===== src/rtl/two_power_mod.sv =====
// Iterative modular doubler: result = (a * 2^k) mod n, one conditional-subtract
// doubling per clock, with valid/ready handshakes on both sides.
module two_power_mod #(
  parameter int WIDTH     = 256,
  parameter int CNT_WIDTH = 10
) (
  input  logic                 clk,
  input  logic                 rst,
  input  logic                 i_valid,
  output logic                 i_ready,
  input  logic [WIDTH-1:0]     i_a,
  input  logic [WIDTH-1:0]     i_n,
  input  logic [CNT_WIDTH-1:0] i_k,
  output logic                 o_valid,
  input  logic                 o_ready,
  output logic [WIDTH-1:0]     o_result
);

  typedef enum logic [1:0] {
    IDLE = 2'd0,
    CALC = 2'd1,
    DONE = 2'd2
  } state_t;

  state_t               state_q, state_d;
  logic [WIDTH-1:0]     x_q, x_d;
  logic [WIDTH-1:0]     n_q, n_d;
  logic [CNT_WIDTH-1:0] count_q, count_d;

  // Doubling is one bit wider so the carry survives when n > 2^(WIDTH-1);
  // since x < n, a single subtract brings d back below n.
  logic [WIDTH:0]       dbl;
  logic                 dbl_ge_n;
  logic [WIDTH-1:0]     dbl_red;

  assign dbl      = {x_q, 1'b0};
  assign dbl_ge_n = (dbl >= {1'b0, n_q});
  assign dbl_red  = dbl_ge_n ? (dbl[WIDTH-1:0] - n_q) : dbl[WIDTH-1:0];

  always_comb begin
    state_d = state_q;
    x_d     = x_q;
    n_d     = n_q;
    count_d = count_q;
    case (state_q)
      IDLE: begin
        if (i_valid) begin
          x_d     = i_a;
          n_d     = i_n;
          count_d = i_k;
          state_d = (i_k != '0) ? CALC : DONE;
        end
      end
      CALC: begin
        x_d     = dbl_red;
        count_d = count_q - CNT_WIDTH'(1);
        // Treat a zero count as final too, so a corrupted count cannot wrap.
        if (count_q <= CNT_WIDTH'(1)) begin
          state_d = DONE;
        end
      end
      DONE: begin
        if (o_ready) begin
          state_d = IDLE;
        end
      end
      default: state_d = IDLE;
    endcase
  end

  always_ff @(posedge clk) begin
    if (rst) begin
      state_q <= IDLE;
      x_q     <= '0;
      n_q     <= '0;
      count_q <= '0;
    end else begin
      state_q <= state_d;
      x_q     <= x_d;
      n_q     <= n_d;
      count_q <= count_d;
    end
  end

  assign i_ready  = (state_q == IDLE);
  assign o_valid  = (state_q == DONE);
  assign o_result = x_q;

endmodule

===== config.mk =====
export PLATFORM = sky130hd
export DESIGN_NAME = two_power_mod
export DESIGN_NICKNAME = d
export VERILOG_FILES = /design/src/rtl/two_power_mod.sv
export SDC_FILE = /design/constraint.sdc
export NUM_CORES = 2
export LEC_CHECK = 0
export CORE_MARGIN = 5
export CORE_UTILIZATION = 37
export CTS_BUF_LIST = sky130_fd_sc_hd__clkbuf_4
export DETAILED_ROUTE_END_ITERATION = 8
export HOLD_SLACK_MARGIN = 0.02
export PLACE_DENSITY = 0.58
export SLEW_MARGIN = 20
export SYNTH_ARGS = -nofsm -noshare
export SYNTH_HDL_FRONTEND = slang
export SYNTH_SLANG_ARGS = --single-unit

===== constraint.sdc =====
create_clock -name clk -period 7.5 [get_ports clk]
set_input_delay 1.875 -clock clk [delete_from_list [all_inputs] [get_ports clk]]
set_output_delay 1.875 -clock clk [all_outputs]
set_load 0.02 [all_outputs]

==> flow_summary.toml <==
[outcome]
run_status = "finished, final reports clean"

[critical_path]
worst-endpoint-required_ns = 8.50
cp_cell_sequence = "inv_1 -> ha_1 -> nand4_1 -> or4b_1 -> a31oi_1 -> o31ai_1 -> buf_4 -> a21oi_1 -> nor2_1 -> o31ai_1 -> a21oi_1 -> o21bai_1 -> a31oi_1 -> xnor2_1 -> a221o_1"
critPathArrivalTime_ns = 7.00
timing.reg2reg.setup_slack_ns = 1.50
timing.rr.end = "o_result[143]"
crit_path_largest_cell_delay_ns = 0.77
worst-setup-path-type = "flop to flop"
crit_path_top_delay_cell = "a21oi_1"
crit_path_start_kind = "flop"
critPathCapture = "o_result[143]"
setup.worst_path.start = "n_q[23]"
worst_r2r_startpoint = "n_q[23]"
crit_path_max_fo = 6
end_kind = "flop"
worst_r2r_path_depth = 15

[routing]
drt_iter0_markers = 4437
overall_via_count_from_detail_route = 51100
routed_antenna_nets = 0
drc = 0
routedWlPerCell_um = 26.8
postRouteWirelength_mm = 232
avgViaCountPerCell = 5.90
drt_pre_antenna_iters = 6

[finish]
final_net_count = 7805
most-common-layout-cells = "nand2_1 (1391), a21oi_1 (900), clkdlybuf4s50_1 (782), nor2_1 (529), dfxtp_1 (524)"
layout.cells.most_common = "nand2_1"
fillers = 12300
synthToLayoutAreaGrowth_pct = 25.0
final_util = 0.464
post_route_cells_drive_above_1_share = 0.0538

[yosys]
ys_ff_latch = 524
synthArstFlopShare = 0
synth.largest_area_cell = "dfxtp_1"
synth_top_area_share = 0.244
synth-edff-count = 0
synth-warning-count = 0
syn-num-nets = 7216
ys_top_cells_by_area = "dfxtp_1 (24%), nand2_1 (12%), a21oi_1 (10%)"
ys_types = 96
syn_area_mm2 = 0.0430
synth_flop_cell = "dfxtp_1"
syn-mean-instance-area_um2 = 6.69
synth_sequential_area_ratio = 0.244
synthCells = 6431

[place]
io_buffer_count = 783
pre_cts_slack_ns = 1.58
weighted_congestion_at_the_end_of_routability_driven_global_placement = 1.04
post-dp-hpwl_mm = 190

[floorplan]
boundaryPins = 784
effective_utilization_at_floorplan = 0.372
die-area_mm2 = 0.123
x_dimension_of_the_die_um = 351
std_cell_rows = 125
core_mm2 = 0.116
die_h_um = 351

[global_routing]
met2_usage_in_global_routing = 0.594
gr-usage-met1 = 0.447
track_usage = 0.359
grt_most_used_layer = "met2"
grt_max_degree = 222
grt_pass1_vias = 49200
grt_antenna_before_repair = 21
grt_first_pass_wirelength_mm = 333
gr-usage-met3 = 0.0842
grt-ovfl-total = 0

[clock_tree]
max-clock-path-buffers = 3
htreeDepth = 4
cts_setup_buffers = 0
numCtsBuffers = 159
tritoncts = "done"
clock_root_buffer = "clkbuf_4"
ctsResizeCount = 0
hold_buffer_count_at_cts = 0
cts.sink_count = 524
insertion_delay_ns = 1.14
clkSlewWorstSetupHoldPaths_ns = 0.06

[power_and_ir_drop]
static-leakage-power_uw = 0.0209
vdd.ir_drop.worst_uv = 1030
power_density_over_the_cells_mw_per_mm2 = 572

[timing]
finalWorstPathRequiredPeriod_ns = 6.00
fin_crit_sh = 0.800
final_setup_slack_of_the_worst_path_ns = 1.50
grt_setup_unrepaired = "false"
setup-tns-final_ns = 0
maxSlewViolCount = 0
max_slew.worst_pin.slew_ns = 1.21
worst_slew_margin_rel = 0.184
final.hold.worst_slack_ns = 0.453
skew_ns = 0.0735
maxClockFrequency_mhz = 167
report.final.hold_viol_count = 0
finalSetupViolCount = 0

[worst_hold_path]
worstHoldPathType = "flop to flop"

[job]
drv.max_cap_violation_count = 0
==> cell usage after synthesis, types with 8 or more instances <==
master	count
a21oi_1	900
a211o_1	8
mux2i_1	25
and4_1	9
xor2_1	102
a311oi_1	155
or3_1	22
buf_2	55
o211ai_1	25
o21ai_1	15
o221ai_1	10
a21boi_0	25
nand2_1	1393
o21bai_1	96
or2_2	20
nor4_1	31
inv_1	343
o21ai_0	356
nand4_1	158
a221o_1	15
nor2b_1	26
o31ai_1	28
buf_1	16
a221oi_1	12
a21o_1	108
and2_1	12
clkbuf_1	339
ha_1	258
a31oi_1	56
nand3_1	80
or4_1	8
a41oi_1	8
nand2b_1	25
xnor2_1	130
a211oi_1	176
nor3_1	101
o21a_1	37
nor2_1	529
o22ai_1	22
o2111ai_1	8
and3_1	42
dfxtp_1	524
==> layer usage <==
layer,wire [um],vias to the layer above
li1,-,24100
met1,95400,24400
met2,108000,2177
met3,18600,459
met4,10900,6
met5,38,-
==> where the power goes <==
| group | leakage [uW] | internal (uW) | total, uW | switching [uW] |
|---|---|---|---|---|
| clock | 0.00115 | 1490 | 2900 | 1420 |
| sequential | 0.00432 | 3510 | 4300 | 788 |
| combinational | 0.0154 | 7410 | 23500 | 16100 |
| total | 0.0209 | 12400 | 30700 | 18300 |
==> worst max-delay path: cells and delay by family, from the launching register on <==
family	cells	cell delay, ns
buffers and inverters	2	0.27
AO/OA/AOI/OAI	8	3.56
XOR/XNOR	1	0.22
AND/OR/NAND/NOR	3	1.10
flip-flops	1	0.34
adder cells (fa/ha/maj)	1	0.39
==> registers in the layout, indices dropped and copies added, names as in the netlist <==
| signal | flops |
|---|---|
| n_q | 256 |
| o_result | 256 |
| state_q | 2 |
| count_q | 10 |
==> layout make-up <==
class / count / area, um2 / area share
sequential: 524 / 10500 / 0.195
timing repair buffer: 843 / 8410 / 0.156
inverter: 345 / 1290 / 0.0241
tap: 1524 / 1910 / 0.0355
multi-input combinational: 5147 / 29600 / 0.551
clock inverter: 44 / 319 / 0.00594
clock buffer: 220 / 1650 / 0.0307
antenna: 19 / 47.5 / 0.000885
==> metrics by stage <==
| step | std cells | area, um2 | total power, uW |
|---|---|---|---|
| final | 8666 | 53700 | 30700 |
| after global routing | 8661 | 53700 | 32500 |
| after CTS | 8647 | 53700 | 30300 |
| after detailed placement | 8383 | 51700 | 27200 |
| after global placement | 8383 | 51700 | 27300 |
| after floorplan | 6431 | 43000 | 18600 |
==> cells by family after synthesis <==
family	after synthesis	share of synthesized area
flops	524	0.244
simple gates	2478	0.246
buf+inv	760	0.0685
fa+ha+maj	259	0.0755
mux	28	0.00661
compound gates	2150	0.312
xor+xnor	232	0.0473
==> worst min-delay path by stage <==
stage | start | endpoint | slack, ns | cells past startpoint
floorplan | n_q[100] | n_q[100] | 0.44 | 2
global placement | n_q[19] | n_q[19] | 0.44 | 2
detailed placement | n_q[106] | n_q[106] | 0.45 | 2
CTS | n_q[106] | n_q[106] | 0.45 | 2
global route | n_q[224] | n_q[224] | 0.47 | 2
finish | n_q[252] | n_q[252] | 0.45 | 2
No activity file was read; power rests on OpenSTA's default activity.
